`config.mk`:
```
export PLATFORM = sky130hd
export DESIGN_NAME = dmem_arbiter
export DESIGN_NICKNAME = d
export VERILOG_FILES = /design/src/rtl/dmem_arbiter.sv
export SDC_FILE = /design/constraint.sdc
export NUM_CORES = 1
export LEC_CHECK = 0
export ABC_AREA = 0
export CAP_MARGIN = 20
export CORE_AREA = 2 2 118 120
export DETAILED_ROUTE_END_ITERATION = 7
export DIE_AREA = 0 0 120 122
export PLACE_DENSITY = 0.68
export SKIP_LAST_GASP = 1
export SYNTH_ARGS = -nofsm -noshare
export SYNTH_HDL_FRONTEND = slang
export SYNTH_SLANG_ARGS = --single-unit
```
`constraint.sdc`:
```
create_clock -name clock -period 5.53 [get_ports clock]
set_input_delay 0.553 -clock clock [delete_from_list [all_inputs] [get_ports clock]]
set_output_delay 0.553 -clock clock [all_outputs]
set_load 0.05 [all_outputs]
```
`src/rtl/dmem_arbiter.sv`:
```
// Arbiter sharing the data-memory port between the processor and a word-wide debug port.
// Optional stall statistics counter enabled by defining DMEM_ARB_STATS_EN.
module dmem_arbiter #(
  parameter int unsigned MAX_WAIT = 8
) (
  input  logic        clock,
  input  logic        reset,
  input  logic        cpu_access,
  input  logic [0:31] cpu_addr,
  input  logic [0:31] cpu_data_in,
  input  logic        cpu_write_enable,
  input  logic        cpu_byte,
  input  logic        cpu_half_word,
  input  logic        cpu_sign_extend,
  output logic [0:31] cpu_data_out,
  output logic        cpu_stall,
  input  logic        dbg_req,
  input  logic        dbg_write,
  input  logic [0:31] dbg_addr,
  input  logic [0:31] dbg_wdata,
  output logic        dbg_ack,
  output logic [0:31] dbg_rdata,
  output logic [0:31] mem_addr,
  output logic [0:31] mem_data_in,
  output logic        mem_write_enable,
  output logic        mem_byte,
  output logic        mem_half_word,
  output logic        mem_sign_extend,
  input  logic [0:31] mem_data_out
`ifdef DMEM_ARB_STATS_EN
  ,
  output logic [0:31] stall_cycles
`endif
);

  typedef enum logic [1:0] {
    ST_IDLE,
    ST_WAIT,
    ST_ACK
  } state_t;

  localparam logic [7:0] LP_MAX_WAIT = 8'(MAX_WAIT);

  state_t      r_state;
  logic [7:0]  r_wait_cnt;
  logic        r_dbg_ack;
  logic [0:31] r_dbg_rdata;

  logic        w_starve;
  logic        w_grant_dbg;

  // With MAX_WAIT==0 a request colliding with the processor is forced through from IDLE.
  assign w_starve = ((r_state == ST_WAIT) && (r_wait_cnt == LP_MAX_WAIT)) ||
                    ((r_state == ST_IDLE) && (LP_MAX_WAIT == 8'd0));

  assign w_grant_dbg = reset && dbg_req && (r_state != ST_ACK) &&
                       (!cpu_access || w_starve);

  always_comb begin
    if (w_grant_dbg) begin
      mem_addr         = dbg_addr;
      mem_data_in      = dbg_wdata;
      mem_write_enable = dbg_write;
      mem_byte         = 1'b0;
      mem_half_word    = 1'b0;
      mem_sign_extend  = 1'b0;
    end else begin
      mem_addr         = cpu_addr;
      mem_data_in      = cpu_data_in;
      mem_write_enable = reset && cpu_write_enable;
      mem_byte         = cpu_byte;
      mem_half_word    = cpu_half_word;
      mem_sign_extend  = cpu_sign_extend;
    end
  end

  assign cpu_data_out = mem_data_out;
  assign cpu_stall    = cpu_access && w_grant_dbg;
  assign dbg_ack      = r_dbg_ack;
  assign dbg_rdata    = r_dbg_rdata;

  always_ff @(posedge clock) begin
    if (!reset) begin
      r_state     <= ST_IDLE;
      r_wait_cnt  <= '0;
      r_dbg_ack   <= 1'b0;
      r_dbg_rdata <= '0;
    end else begin
      r_dbg_ack <= 1'b0;
      case (r_state)
        ST_IDLE: begin
          if (w_grant_dbg) begin
            r_state     <= ST_ACK;
            r_dbg_ack   <= 1'b1;
            r_dbg_rdata <= mem_data_out;
          end else if (dbg_req) begin
            r_state    <= ST_WAIT;
            r_wait_cnt <= 8'd1;
          end
        end
        ST_WAIT: begin
          if (w_grant_dbg) begin
            r_state     <= ST_ACK;
            r_dbg_ack   <= 1'b1;
            r_dbg_rdata <= mem_data_out;
            r_wait_cnt  <= '0;
          end else if (!dbg_req) begin
            r_state    <= ST_IDLE;
            r_wait_cnt <= '0;
          end else begin
            r_wait_cnt <= r_wait_cnt + 8'd1;
          end
        end
        ST_ACK: begin
          r_state <= ST_IDLE;
        end
        default: begin
          r_state    <= ST_IDLE;
          r_wait_cnt <= '0;
        end
      endcase
    end
  end

`ifdef DMEM_ARB_STATS_EN
  logic [0:31] r_stall_cycles;

  always_ff @(posedge clock) begin
    if (!reset) begin
      r_stall_cycles <= '0;
    end else if (cpu_stall && (r_stall_cycles != '1)) begin
      r_stall_cycles <= r_stall_cycles + 32'd1;
    end
  end

  assign stall_cycles = r_stall_cycles;
`endif

endmodule

```
After elaboration in Yosys (flattened, before gate mapping)
Index checks and enable logic that the tools add are counted.
{ "totals": {"regBits": 43, "output_inout_bits": 134, "elab_cells": 45} }
{ "op_classes": {"add_sub_neg": 1, "eq_ne": 8, "mux": 17, "bitwise_logic": 1, "reduce_logical": 14} }
{ "op_table": {"columns": ["cell", "n"], "rows": [
  ["$mux W32", 2],
  ["$mux W8", 4],
  ["$pmux W8 S3", 1],
  ["$add A8 B1 Y8 const B", 1],
  ["$eq A8 B4 Y1 const B", 1],
  ["$mux W2", 4],
  ["$logic_and A1 B1 Y1", 6],
  ["$ne A2 B2 Y1 const B", 3],
  ["$ne A3 B3 Y1 const B", 2],
  ["$reduce_and A2 Y1", 3],
  ["$mux W1", 5],
  ["$pmux W2 S2", 1],
  ["$reduce_and A3 Y1", 1],
  ["$eq A2 B1 Y1 const B", 1],
  ["$eq A2 B2 Y1 const B", 1],
  ["$logic_not A2 Y1", 1],
  ["$reduce_or A2 Y1", 1],
  ["$logic_not A1 Y1", 1],
  ["$logic_or A1 B1 Y1", 1],
  ["$not A1 Y1", 1]
]} }

Depth between registers and ports, before layout
{ "depth": {"word_depth": 6, "mapped_depth": 10, "mapped_depth_nobuf": 6} }

Worst setup path after synthesis
Ideal clock, no wire load.
{ "synth_path": {"kind": "reg2out", "startpoint": "reg r_wait_cnt[0]", "endpoint": "out mem_byte", "arrival_time_ns": 2.236, "t_required_ns": 4.977, "path_slack_ns": 2.741, "stages_incl_launch_ff": 11, "path_buffers": 4, "path_cell_list": "dfxtp_1 -> inv_1 -> ha_1 -> nor4bb_2 -> a21bo_1 -> buf_6 -> a21bo_1 -> buf_6 -> buf_6 -> buf_6 -> nor2_1"} }
{ "synth_between": {"elab_chain_len": 5} }
{ "synth_lines": {"columns": ["item", "line_no", "text"], "rows": [
  ["start, declared", "45", "logic [7:0] r_wait_cnt;"],
  ["start signal, assigned", "111", "r_wait_cnt <= r_wait_cnt + 8'd1;"],
  ["$eq A8 B4 Y1", "53", "assign w_starve = ((r_state == ST_WAIT) && (r_wait_cnt == LP_MAX_WAIT)) ||"],
  ["$logic_and A1 B1 Y1", "53", null],
  ["$logic_or A1 B1 Y1", "57", "(!cpu_access || w_starve);"],
  ["$logic_and A1 B1 Y1", "56", "assign w_grant_dbg = reset && dbg_req && (r_state != ST_ACK) &&"],
  ["$mux W1", "60", "if (w_grant_dbg) begin"],
  ["end, declared", "26", "output logic mem_byte,"]
]} }
No other way between the ends.

Worst setup path after layout
{ "layout_path": {"startpoint": "in reset", "endpoint": "out mem_addr[24] (netlist name)"} }
{ "layout_between": {"elab_chain_len": 4} }
{ "layout_lines": {"columns": ["item", "line_no", "text"], "rows": [
  ["start, declared", "7", "input logic reset,"],
  ["$logic_and A1 B1 Y1 (3 in a row)", "56", null],
  ["$mux W32", "60", null],
  ["end, declared", "23", "output logic [0:31] mem_addr,"]
]} }
No other way between the ends.

==> qor.tcl <==
set qor(run_status) {finished, final reports clean}
set qor(fillCellCount) 1286
set qor(synth_top_cells_by_count) {mux2_2, dfxtp_1, nand3_1}
set qor(ys_seq_elements) 43
set qor(ys_dominant_reg_cell) {dfxtp_1}
set qor(min_path_type) {reg -> reg}
set qor(dieArea_sq_um) 14640
set qor(iteration_0_drc_count_of_the_detailed_router) 136
set qor(timing.critical_path.from_type) {input pin}
set qor(clock_skew_ns) 0.004760
set qor(muxShareOfSynthArea_pct) 27.33
set qor(post_cts.repair.setup_buffers) 0
set qor(timing.final.crit_share_pct) 73.80
set qor(final_antenna_net_count) 0
set qor(cts_buffer_depth) 2
set qor(tritoncts_buffers) 5
set qor(combinational_family_with_the_most_area_after_synthesis) {multiplexers}
set qor(die_y_extent_um) 122
set qor(synth_simple_gate_area_share_pct) 17.52
set qor(chain_of_cells_forming_the_critical_path) {clkdlybuf4s50_1 > buf_4 > nand4b_1 > a21bo_4 > buf_16 > mux2_2 > clkdlybuf4s50_1}
set qor(die-width_um) 120
set qor(vias) 3341
set qor(final_period_minus_worst_setup_slack_ns) 4.081
set qor(vdd_drop_max_mv) 0.1472
set qor(tritoncts_num_sinks) 43
set qor(grt_use_total_pct) 17.52
set qor(cell_area_after_technology_mapping_sq_um) 2856
set qor(post_synth_edffs) 0
set qor(worst_slew_pin_slew_ns) 0.7563
set qor(synth_cells) 319
set qor(wirelength_um) 13800
set qor(path_max_fanout) 54
set qor(core_area_sq_um) 13500
set qor(worst_path_most_repeated_cell) {clkdlybuf4s50_1}
set qor(worst_ep_arrival_time_ns) 3.53
set qor(synthToLayoutAreaGrowth_pct) 108.5
set qor(yosysWarnings) 0
set qor(dp_hpwl_um) 11240
set qor(buffer_ports.inserted) 302
set qor(synthesis.nets) 490
set qor(initial_utilization_pct) 21.15
set qor(tns_ns) 0
set qor(wl_per_cell_um) 18.18
set qor(h-tree-depth) 2
set qor(timing.final.hold_violations) 0
set qor(cts_hold_buf) 0
set qor(synthArstFlopShare_pct) 0
set qor(worstSetupEndpointType) {primary output}
set qor(timing.critical_path.slowest_cell_delay_ns) 0.73
set qor(insertion_delay_ns) 0.28
set qor(power.leakage_nw) 2.174
set qor(critical_path.slowest_cell) {clkdlybuf4s50_1}
set qor(unrepaired_setup_endpoints_after_global_routing) {false}
set qor(first_global_vias) 3338
set qor(maxSlewViolCount) 0
set qor(num_rows) 43
set qor(post_dp_cell_area_sq_um) 5753
set qor(yosysUniqueCellTypes) 35
set qor(yosysTopAreaCell) {dfxtp_1}
set qor(clock-root-buffer) {clkbuf_16}
set qor(final_layout_size_suffix_gt1_share_pct) 14.01
set qor(floorplan.io_pins) 303
set qor(fmax_mhz) 245.0
set qor(gp_routability_congestion) 0.8575
set qor(avgSynthCellArea_sq_um) 8.955
set qor(drtPass1Iterations) 5
set qor(post_drt_via_cell_ratio) 4.402
set qor(resized_cells_post_cts) 0
set qor(synth_xor_xnor_area_share_pct) 0.9198
set qor(yosys.area_share.adder_pct) 0.8760
set qor(setup_viol) 0
set qor(post-route-cell-area_sq_um) 5957
set qor(post-synth-top-count-cell) {mux2_2}
set qor(synth_area_leaders) {dfxtp_1, mux2_2, buf_4}
set qor(worst-endpoint-required_ns) 4.98
set qor(grt_max_degree) 69
set qor(setup.worst_path.class) {in -> out}
set qor(power_per_cell_area_nw_per_um2) 209.9
set qor(worst_setup_hold_path_clk_slew_ns) 0.06
set qor(synth_compound_area_share_pct) 8.760
set qor(synth.top_cell.area_share_pct) 30.14
set qor(global_route_wire_length_before_repair_um) 19710
set qor(cts_tree) {yes}
set qor(max_cap_violations) 0
set qor(antenna_violations_before_repair) 3
set qor(synth_seq_area_share_pct) 30.14
set qor(max-slew-margin-rel_pct) 49.28
set qor(nNetsFinal) 748
set qor(grt_remaining_overflow) 0
set qor(detailed_route_drc_error_count) 0
## metrics by stage
stage / utilization [%] / hold slack, ns / total power, mW / instances / setup WS (ns)
2_1_floorplan: - / 0.4125 / 0.6726 / 319 / 2.741
3_3_place_gp: 42.60 / 0.4424 / 0.9162 / 749 / 1.181
3_5_place_dp: 42.60 / 0.4519 / 0.9183 / 749 / 1.126
4_1_cts: 43.89 / 0.4597 / 1.262 / 757 / 1.120
5_1_grt: 44.09 / 0.4793 / 1.292 / 758 / 1.317
6_report: 44.11 / 0.4562 / 1.250 / 759 / 1.449
## power by group
part           internal [mW]  total (mW)  switching (mW)  leakage [nW]
sequential             0.324       0.332         0.00787         0.351
clock                  0.224       0.338           0.113        0.0869
combinational          0.255       0.581           0.326          1.74
## sequential cells by signal (all words and copies together) (netlist names)
signal	count
dbg_ack	1
dbg_rdata	32
r_state	2
r_wait_cnt	8
## per-layer routing
metal | global-route usage [%] | share of wire (%) | vias up
met1 | 20.70 | 41 | 1525
met4 | 3.676 | 1.2 | 6
li1 | - | - | 1598
met3 | 5.993 | 9.6 | 16
met5 | 0 | 0.31 | -
met2 | 30.75 | 48 | 196
## final timing paths
| kind | from | to | slack (ns) | cells past startpoint |
|---|---|---|---|---|
| setup / recovery | reset | mem_addr[24] | 1.45 | 7 |
| hold / removal | dbg_rdata[3] | dbg_rdata[3] | 0.46 | 2 |
| hold reg to reg | dbg_rdata[3] | dbg_rdata[3] | 0.46 | 2 |
| setup reg to reg | r_state[0] | dbg_rdata[31] | 3.20 | 6 |
## cells by family (layout without fill, tap and decap cells)
group	count (synthesis)	after routing
AND/OR/NAND/NOR	100	100
multiplexers	64	64
buffers and inverters	62	321
AO/OA/AOI/OAI	45	45
flip-flops	43	43
XOR/XNOR	3	3
adder cells (fa/ha/maj)	2	2
other	0	1
## cells in the final DEF, fill, tap and decap left out, types with 2 or more instances in the layout
| master | instances |
|---|---|
| a21oi_1 | 4 |
| mux2_4 | 16 |
| clkbuf_16 | 5 |
| dfxtp_1 | 43 |
| ha_1 | 2 |
| xor2_1 | 2 |
| nand3_1 | 37 |
| o21ai_0 | 33 |
| and3_1 | 3 |
| nor2_1 | 9 |
| and2_1 | 2 |
| buf_4 | 4 |
| inv_1 | 6 |
| mux2_2 | 48 |
| a31oi_1 | 2 |
| nand3b_1 | 4 |
| clkdlybuf4s50_1 | 302 |
| nand2_1 | 36 |
## critical path: cells and delay by family
kind	cells	cell delay (ns)
buf+inv	4	1.86
mux	1	0.39
compound gates	1	0.41
simple gates	1	0.24
## area by class of cell
| class | count | area, sq um | area share [%] |
|---|---|---|---|
| clock inverters | 2 | 35.03 | 0.5881 |
| multi-input cells | 214 | 1592 | 26.72 |
| flip-flops and latches | 43 | 860.8 | 14.45 |
| inverters | 6 | 22.52 | 0.3781 |
| diodes | 1 | 2.502 | 0.04201 |
| repair buffers | 307 | 3080 | 51.71 |
| clock buffers | 6 | 138.9 | 2.331 |
| well taps | 180 | 225.2 | 3.781 |
No activity file was read; power rests on OpenSTA's default activity.
